File: src/rtl/afe_l2_multi_addr_gen_pkg.sv
`default_nettype none
// ============================================================================
// Module      : afe_l2_pkg
// Description : Shared constants and helpers for the AFE L2 multi-channel
//               write-address generator.
// Revision    : 1.0 - initial release
// ============================================================================
package afe_l2_pkg;

  // One L2 write carries one 32-bit sample word.
  localparam int unsigned BYTES_PER_WORD = 4;

  // Upper bound on the number of L2 channels a single generator can serve.
  localparam int unsigned MAX_L2_CHS = 32;

  // Index of the lowest set bit of a hit vector (0 when the vector is empty;
  // callers qualify the result with a reduction-OR of the same vector).
  function automatic logic [4:0] lowest_match_idx(input logic [MAX_L2_CHS-1:0] hit);
    logic [4:0] idx;
    idx = '0;
    for (int i = MAX_L2_CHS - 1; i >= 0; i--) begin
      if (hit[i]) begin
        idx = 5'(i);
      end
    end
    return idx;
  endfunction

endpackage
`default_nettype wire

File: src/rtl/afe_l2_multi_addr_gen_ch_ctx.sv
`default_nettype none
// ============================================================================
// Module      : afe_l2_ch_ctx
// Description : One L2 channel context: write address, remaining byte count,
//               decimation counter and enable, with clear/enable/advance.
// Revision    : 1.0 - initial release
// ============================================================================
module afe_l2_ch_ctx
  import afe_l2_pkg::*;
#(
  parameter int unsigned AWIDTH = 12,
  parameter int unsigned SWIDTH = 16,
  parameter int unsigned DWIDTH = 8
) (
  input  logic              clk_i,
  input  logic              rst_i,
  input  logic [AWIDTH-1:0] startaddr_i,
  input  logic [SWIDTH-1:0] size_i,
  input  logic              continuous_i,
  input  logic [DWIDTH-1:0] decim_i,
  input  logic              en_i,
  input  logic              clr_i,
  input  logic              hit_i,
  output logic [AWIDTH-1:0] curr_addr_o,
  output logic [SWIDTH-1:0] bytes_left_o,
  output logic              ch_en_o,
  output logic              issue_o,
  output logic              last_o
);

  typedef struct packed {
    logic [AWIDTH-1:0] curr_addr;
    logic [SWIDTH-1:0] bytes_left;
    logic [DWIDTH-1:0] decim_cnt;
    logic              en;
  } ch_state_t;

  localparam logic [AWIDTH-1:0] ADDR_STEP = AWIDTH'(BYTES_PER_WORD);
  localparam logic [SWIDTH-1:0] SIZE_STEP = SWIDTH'(BYTES_PER_WORD);
  localparam logic [AWIDTH-1:0] ADDR_MASK = ~AWIDTH'(BYTES_PER_WORD - 1);
  localparam logic [SWIDTH-1:0] SIZE_MASK = ~SWIDTH'(BYTES_PER_WORD - 1);

  ch_state_t         state_q;
  ch_state_t         state_d;
  logic [AWIDTH-1:0] start_al;
  logic [SWIDTH-1:0] size_al;

  // Word-aligned copies of the programmed start address and buffer size.
  assign start_al = startaddr_i & ADDR_MASK;
  assign size_al  = size_i & SIZE_MASK;

  // Next-state: clear beats enable, enable beats a sample hit in the same cycle.
  always_comb begin
    state_d = state_q;
    issue_o = 1'b0;
    last_o  = 1'b0;
    if (clr_i) begin
      state_d = '0;
    end else if (en_i) begin
      state_d.curr_addr  = start_al;
      state_d.bytes_left = size_al;
      state_d.decim_cnt  = '0;
      state_d.en         = (size_al != '0);
    end else if (hit_i && state_q.en) begin
      if (state_q.decim_cnt != '0) begin
        state_d.decim_cnt = state_q.decim_cnt - DWIDTH'(1);
      end else begin
        issue_o            = 1'b1;
        state_d.decim_cnt  = decim_i;
        state_d.curr_addr  = state_q.curr_addr + ADDR_STEP;
        state_d.bytes_left = state_q.bytes_left - SIZE_STEP;
        if (state_q.bytes_left == SIZE_STEP) begin
          last_o = 1'b1;
          if (continuous_i && (size_al != '0)) begin
            state_d.curr_addr  = start_al;
            state_d.bytes_left = size_al;
          end else begin
            state_d.en = 1'b0;
          end
        end
      end
    end
  end

  // Channel context register.
  always_ff @(posedge clk_i) begin
    if (rst_i) begin
      state_q <= '0;
    end else begin
      state_q <= state_d;
    end
  end

  assign curr_addr_o  = state_q.curr_addr;
  assign bytes_left_o = state_q.bytes_left;
  assign ch_en_o      = state_q.en;

endmodule
`default_nettype wire

File: src/rtl/afe_l2_multi_addr_gen.sv
`default_nettype none
// ============================================================================
// Module      : afe_l2_multi_addr_gen
// Description : L2 write-address generator with ADC-to-L2 channel mapping,
//               per-channel decimation, registered valid/ready write port and
//               saturating dropped-sample counter.
// Revision    : 1.0 - initial release
// ============================================================================
module afe_l2_multi_addr_gen
  import afe_l2_pkg::*;
#(
  parameter int unsigned L2_AWIDTH_NOAL = 12,
  parameter int unsigned TRANS_SIZE     = 16,
  parameter int unsigned L2_NUM_CHS     = 8,
  parameter int unsigned CH_ID_WIDTH    = 4,
  parameter int unsigned DECIM_WIDTH    = 8,
  parameter int unsigned DROP_CNT_WIDTH = 16,
  localparam int unsigned L2CH_WIDTH    = (L2_NUM_CHS > 1) ? $clog2(L2_NUM_CHS) : 1
) (
  input  logic                                      clk_i,
  input  logic                                      rst_i,
  input  logic [L2_NUM_CHS-1:0][L2_AWIDTH_NOAL-1:0] cfg_startaddr_i,
  input  logic [L2_NUM_CHS-1:0][TRANS_SIZE-1:0]     cfg_size_i,
  input  logic [L2_NUM_CHS-1:0]                     cfg_continuous_i,
  input  logic [L2_NUM_CHS-1:0][CH_ID_WIDTH-1:0]    cfg_chid_i,
  input  logic [L2_NUM_CHS-1:0][DECIM_WIDTH-1:0]    cfg_decim_i,
  input  logic [L2_NUM_CHS-1:0]                     cfg_en_i,
  input  logic [L2_NUM_CHS-1:0]                     cfg_clr_i,
  output logic [L2_NUM_CHS-1:0][L2_AWIDTH_NOAL-1:0] cfg_curr_addr_o,
  output logic [L2_NUM_CHS-1:0][TRANS_SIZE-1:0]     cfg_bytes_left_o,
  output logic [L2_NUM_CHS-1:0]                     cfg_ch_en_o,
  input  logic                                      sample_valid_i,
  input  logic [CH_ID_WIDTH-1:0]                    sample_chid_i,
  output logic                                      sample_ready_o,
  output logic                                      wr_valid_o,
  output logic [L2_AWIDTH_NOAL-1:0]                 wr_addr_o,
  output logic [L2CH_WIDTH-1:0]                     wr_l2ch_o,
  input  logic                                      wr_ready_i,
  output logic [L2_NUM_CHS-1:0]                     ch_event_o,
  output logic [DROP_CNT_WIDTH-1:0]                 drop_cnt_o,
  input  logic                                      drop_cnt_clr_i
);

  logic [L2_NUM_CHS-1:0]                     ch_en;
  logic [L2_NUM_CHS-1:0]                     ch_hit;
  logic [L2_NUM_CHS-1:0]                     ch_issue;
  logic [L2_NUM_CHS-1:0]                     ch_last;
  logic [L2_NUM_CHS-1:0]                     chid_match;
  logic [L2_NUM_CHS-1:0][L2_AWIDTH_NOAL-1:0] ch_addr;
  logic                                      match_any;
  logic                                      sample_acc;
  logic [L2CH_WIDTH-1:0]                     sel_idx;

  logic                      wr_valid_q, wr_valid_d;
  logic [L2_AWIDTH_NOAL-1:0] wr_addr_q,  wr_addr_d;
  logic [L2CH_WIDTH-1:0]     wr_l2ch_q,  wr_l2ch_d;
  logic [L2_NUM_CHS-1:0]     ch_event_q, ch_event_d;
  logic [DROP_CNT_WIDTH-1:0] drop_cnt_q, drop_cnt_d;
  logic                      run_q,      run_d;

  // run_q keeps sample_ready_o low while reset is held and for the reset edge.
  assign sample_ready_o = run_q & (~wr_valid_q | wr_ready_i);

  // Per-channel contexts.
  for (genvar g = 0; g < L2_NUM_CHS; g++) begin : g_ch
    afe_l2_ch_ctx #(
      .AWIDTH (L2_AWIDTH_NOAL),
      .SWIDTH (TRANS_SIZE),
      .DWIDTH (DECIM_WIDTH)
    ) u_ch_ctx (
      .clk_i        (clk_i),
      .rst_i        (rst_i),
      .startaddr_i  (cfg_startaddr_i[g]),
      .size_i       (cfg_size_i[g]),
      .continuous_i (cfg_continuous_i[g]),
      .decim_i      (cfg_decim_i[g]),
      .en_i         (cfg_en_i[g]),
      .clr_i        (cfg_clr_i[g]),
      .hit_i        (ch_hit[g]),
      .curr_addr_o  (ch_addr[g]),
      .bytes_left_o (cfg_bytes_left_o[g]),
      .ch_en_o      (ch_en[g]),
      .issue_o      (ch_issue[g]),
      .last_o       (ch_last[g])
    );
  end

  // Route an accepted sample to the lowest-index enabled channel with its ID.
  always_comb begin
    sample_acc = sample_valid_i & sample_ready_o;
    for (int k = 0; k < int'(L2_NUM_CHS); k++) begin
      chid_match[k] = ch_en[k] & (cfg_chid_i[k] == sample_chid_i);
    end
    match_any = |chid_match;
    sel_idx   = L2CH_WIDTH'(lowest_match_idx(MAX_L2_CHS'(chid_match)));
    for (int k = 0; k < int'(L2_NUM_CHS); k++) begin
      ch_hit[k] = sample_acc & match_any & (sel_idx == L2CH_WIDTH'(k));
    end
  end

  // Output register, completion events and drop counter next-state. A write
  // is only loaded on an accepted sample, which implies the slot is free.
  always_comb begin
    wr_valid_d = wr_valid_q;
    wr_addr_d  = wr_addr_q;
    wr_l2ch_d  = wr_l2ch_q;
    if (|ch_issue) begin
      wr_valid_d = 1'b1;
      wr_addr_d  = ch_addr[sel_idx];
      wr_l2ch_d  = sel_idx;
    end else if (wr_ready_i) begin
      wr_valid_d = 1'b0;
    end
    ch_event_d = ch_last;
    drop_cnt_d = drop_cnt_q;
    if (drop_cnt_clr_i) begin
      drop_cnt_d = '0;
    end else if (sample_acc && !match_any && !(&drop_cnt_q)) begin
      drop_cnt_d = drop_cnt_q + DROP_CNT_WIDTH'(1);
    end
    run_d = 1'b1;
  end

  // Top-level state registers.
  always_ff @(posedge clk_i) begin
    if (rst_i) begin
      wr_valid_q <= 1'b0;
      wr_addr_q  <= '0;
      wr_l2ch_q  <= '0;
      ch_event_q <= '0;
      drop_cnt_q <= '0;
      run_q      <= 1'b0;
    end else begin
      wr_valid_q <= wr_valid_d;
      wr_addr_q  <= wr_addr_d;
      wr_l2ch_q  <= wr_l2ch_d;
      ch_event_q <= ch_event_d;
      drop_cnt_q <= drop_cnt_d;
      run_q      <= run_d;
    end
  end

  assign cfg_curr_addr_o = ch_addr;
  assign cfg_ch_en_o     = ch_en;
  assign wr_valid_o      = wr_valid_q;
  assign wr_addr_o       = wr_addr_q;
  assign wr_l2ch_o       = wr_l2ch_q;
  assign ch_event_o      = ch_event_q;
  assign drop_cnt_o      = drop_cnt_q;

endmodule
`default_nettype wire

File: config.mk
export PLATFORM = sky130hd
export DESIGN_NAME = afe_l2_multi_addr_gen
export DESIGN_NICKNAME = d
export VERILOG_FILES = /design/src/rtl/afe_l2_multi_addr_gen_pkg.sv /design/src/rtl/afe_l2_multi_addr_gen_ch_ctx.sv /design/src/rtl/afe_l2_multi_addr_gen.sv
export SDC_FILE = /design/constraint.sdc
export NUM_CORES = 1
export LEC_CHECK = 0
export BUFFER_PORTS_ARGS = -buffer_cell sky130_fd_sc_hd__buf_2
export CAP_MARGIN = 0
export CORE_AREA = 2 2 246 248
export DETAILED_ROUTE_END_ITERATION = 7
export DIE_AREA = 0 0 248 250
export GPL_TIMING_DRIVEN = 0
export PLACE_DENSITY = 0.68
export SLEW_MARGIN = 15
export SYNTH_ARGS = -nofsm -noshare
export SYNTH_HDL_FRONTEND = slang
export SYNTH_SLANG_ARGS = --single-unit
export TNS_END_PERCENT = 20
File: constraint.sdc
create_clock -name clk_i -period 5.5 [get_ports clk_i]
set_input_delay 0.55 -clock clk_i [delete_from_list [all_inputs] [get_ports clk_i]]
set_output_delay 0.55 -clock clk_i [all_outputs]
set_load 0.01 [all_outputs]
==> run summary <==
Crit-path max cell delay -> 680 ps
Post-layout net count -> 4007
Finished Layout Cells -> 4439
PD cells -> 237 nW/um^2
IO Port Bufs -> 586
DP HPWL -> 76000 um
Initial Utilization -> 37.3%
Initial antenna violation count -> 18
CP Depth -> 11
Post-cts resize count -> 0
Cells after Synth -> 2981
Syn Nets -> 3375
Slew margin rel. -> 25.3%
Post-synth EDFFs -> 0
TritonCTS Buffers -> 44
Fin util -> 46.4%
Pre-Repair DR Iteration Count -> 6
Min-delay worst type -> in -> reg
Reg2reg end -> g_ch[5].u_ch_ctx.curr_addr_o[6]
Period utilisation layout -> 74.2%
Post-CTS setup buffers -> 0
Largest net degree at the start of global routing -> 12
Leak -> 12.1 nW
Switching share of power -> 28.3%
Psw -> 1.85 mW
Ys Warns -> 0
Logic pwr share -> 15.3%
Setup crit end kind -> register
# hold bufs at CTS -> 0
Worst-path maximum fanout -> 10
WHS Path Cells -> 3
Least-Margin Pin Slew -> 1110 ps
Synth-to-layout area growth -> 24.3%
Area of the multi-input gates -> 12800 um^2
# DRC -> 0
Setup TNS -> 0 ps
Synth Flop Type -> dfxtp_1
Commonest non-fill, non-tap cell in the layout -> buf_2
Total Wirelength -> 96100 um
Critical path class -> in -> reg
Synth unique cells -> 91
Global-route wire length before repair -> 141000 um
CTS tree -> yes
Reg clk slew, reported paths -> 60 ps
Worst VDD drop -> 0.196 mV
Critical path required time -> 5920 ps
Share of layout cells above drive strength 1 -> 28.2%
Average cell area after synthesis -> 7.46 um^2
Crit path DAT -> 4510 ps
DRT iter0 DRCs -> 2264
Die Ht -> 250 um
Worst reg2reg setup slack -> 1740 ps
Drt via density -> 5.65
Worst reg2reg path depth -> 9
Register area share after synthesis -> 30.4%
Max frequency -> 245 MHz
Finish-stage setup viols -> 0
Worst path slowest cell -> nor3_1
Pwr Total -> 6.56 mW
Io pins -> 626
Sink Count -> 337
Cell family with most CP delay -> simple AND/OR/NAND/NOR gates
GRT Util Overall -> 29.7%
Drt wl/cell -> 21.7 um
CP Launch Point -> sample_chid_i[1]
Share of total power in the clock network -> 45.1%
Clock insertion delay at the later pin of the skew report -> 570 ps
CP bufs+invs -> 2
Pins Over Slew Limit -> 0
Min cycle time layout -> 4080 ps
Worst r2r src -> g_ch[7].u_ch_ctx.ch_en_o
Sequential Power Share -> 39.7%
Critical hold path startpoint -> cfg_startaddr_i[77]
Longest Clk Path Bufs -> 3
Final Hold Viols -> 0
H-tree levels -> 2
Fraction of registers with async set/reset -> 0%
RSZ-0062 raised after global routing -> no
Final Skew -> 20.9 ps
Final antenna-violating net count -> 0
Commonest cells after routing, fill and taps aside -> 605 x buf_2, 341 x nor2_1, 337 x dfxtp_1
Core area -> 59600 um^2
Int Power -> 4.70 mW
Register area -> 6750 um^2
Post-Place Cells -> 4349
Critical-path cell list -> buf_6, xor2_1, nor3_1, nand3_1, nor2_1, a21oi_4, nor4_1, a21oi_1, clkbuf_1, o211ai_1, a31oi_1
Crit path capture -> g_ch[5].u_ch_ctx.curr_addr_o[6]
Outcome -> finished, final reports clean
# rows -> 90
Gr ovfl total -> 0
Startpoint types -> primary input
Routability cong. -> 0.965
Die span in x -> 248 um
Syn Std Cell Area -> 22200 um^2
Max_cap viols -> 0
#FFs+latches synth -> 337
Die Area -> 62000 um^2
CTS root buf -> clkbuf_16
Via count -> 25093
Number of global-route vias before repair -> 23187
Fill cell count -> 6165
[per-stage QoR]
step	area, um^2	hold WS [ps]	worst slack [ps]
2_1_floorplan	22200	445	2390
3_5_place_dp	26100	454	819
4_1_cts	27600	212	1400
5_1_grt	27600	244	1150
6_report	27600	236	1420
3_3_place_gp	26100	439	842
[registers in the layout (all words and copies together) (netlist names), named ones only]
register,flops
ch_event_o,8
drop_cnt_o,16
g_ch.u_ch_ctx.bytes_left_o,112
g_ch.u_ch_ctx.ch_en_o,8
g_ch.u_ch_ctx.curr_addr_o,80
g_ch.u_ch_ctx.state_q,64
run_q,1
wr_addr_o,12
wr_l2ch_o,3
wr_valid_o,1
[how the worst min path moves through the flow]
stage	to
finish	g_ch[6].u_ch_ctx.curr_addr_o[5]
global route	g_ch[3].u_ch_ctx.state_q[1]
CTS	g_ch[6].u_ch_ctx.curr_addr_o[5]
detailed placement	wr_addr_o[11]
global placement	wr_addr_o[11]
floorplan	g_ch[2].u_ch_ctx.state_q[2]
[cell families after synthesis]
logic type      share of synthesized area (%)
xor+xnor                                 2.88
simple gates                             26.2
flops                                    30.4
fa+ha+maj                                2.31
buf+inv                                  11.9
mux                                     0.507
compound gates                           25.9
[Yosys cell counts (7+ instances only)]
master	instances	area share, %
a211oi_1	29	0.98
a21o_1	7	0.24
a21oi_1	290	6.5
a221oi_1	23	0.91
a22oi_1	27	0.91
a2bb2oi_1	13	0.51
a311oi_1	9	0.35
a31oi_1	72	2.0
and2_1	31	0.87
and3_1	77	2.2
buf_1	10	0.17
buf_2	19	0.43
buf_4	236	8.0
clkbuf_1	118	2.0
dfxtp_1	337	30
ha_1	41	2.3
inv_1	61	1.0
mux2i_1	9	0.41
nand2_1	303	5.1
nand2b_1	20	0.56
nand3_1	82	1.8
nand3b_1	13	0.44
nand4_1	33	0.93
nor2_1	341	5.8
nor3_1	101	2.3
nor3b_1	24	0.81
nor4_1	51	1.4
nor4b_1	8	0.32
o211ai_1	15	0.51
o21ai_0	196	4.4
o21ai_1	10	0.23
o221a_1	10	0.51
o221a_2	43	2.2
o22ai_1	45	1.3
o31ai_1	23	0.78
o31ai_4	9	0.86
or2_2	25	0.70
or3_1	26	0.73
or4_1	13	0.44
xnor2_1	33	1.3
xor2_1	40	1.6
[routing by layer]
metal | track usage (%) | part of all wire [%]
met5 | 0 | 0.079
met4 | 12.7 | 4.4
met1 | 38.2 | 41
met3 | 5.57 | 8.1
met2 | 48.3 | 46
[worst register-to-register path: stages, from the launching register on]
cell and delay, ps:
dfxtp_1 640, nand2_1 180, nor4_4 420, o211ai_2 280, a21oi_1 490, nor4_1 200, a21oi_1 680, clkbuf_1 440
o211ai_1 150, a31oi_1 210
[final cells by class]
cell class	count	share of cell area [%]
clock inverters	13	0.611
well taps	782	3.54
inverters	62	0.842
repair buffers	586	10.6
multi-input cells	2193	46.5
clock buffers	64	4.62
plain buffers	389	8.74
diodes	13	0.118
flip-flops and latches	337	24.4
[power by group through the flow]
stage	sequential, mW	clock [mW]	combinational, mW
floorplan	2.60	0	0.606
global placement	2.65	0	0.976
CTS	2.60	3.00	0.987
finish	2.60	2.96	1.00
global route	2.61	3.09	1.09
detailed placement	2.65	0	0.981
Power figures use the tool's default switching activity.
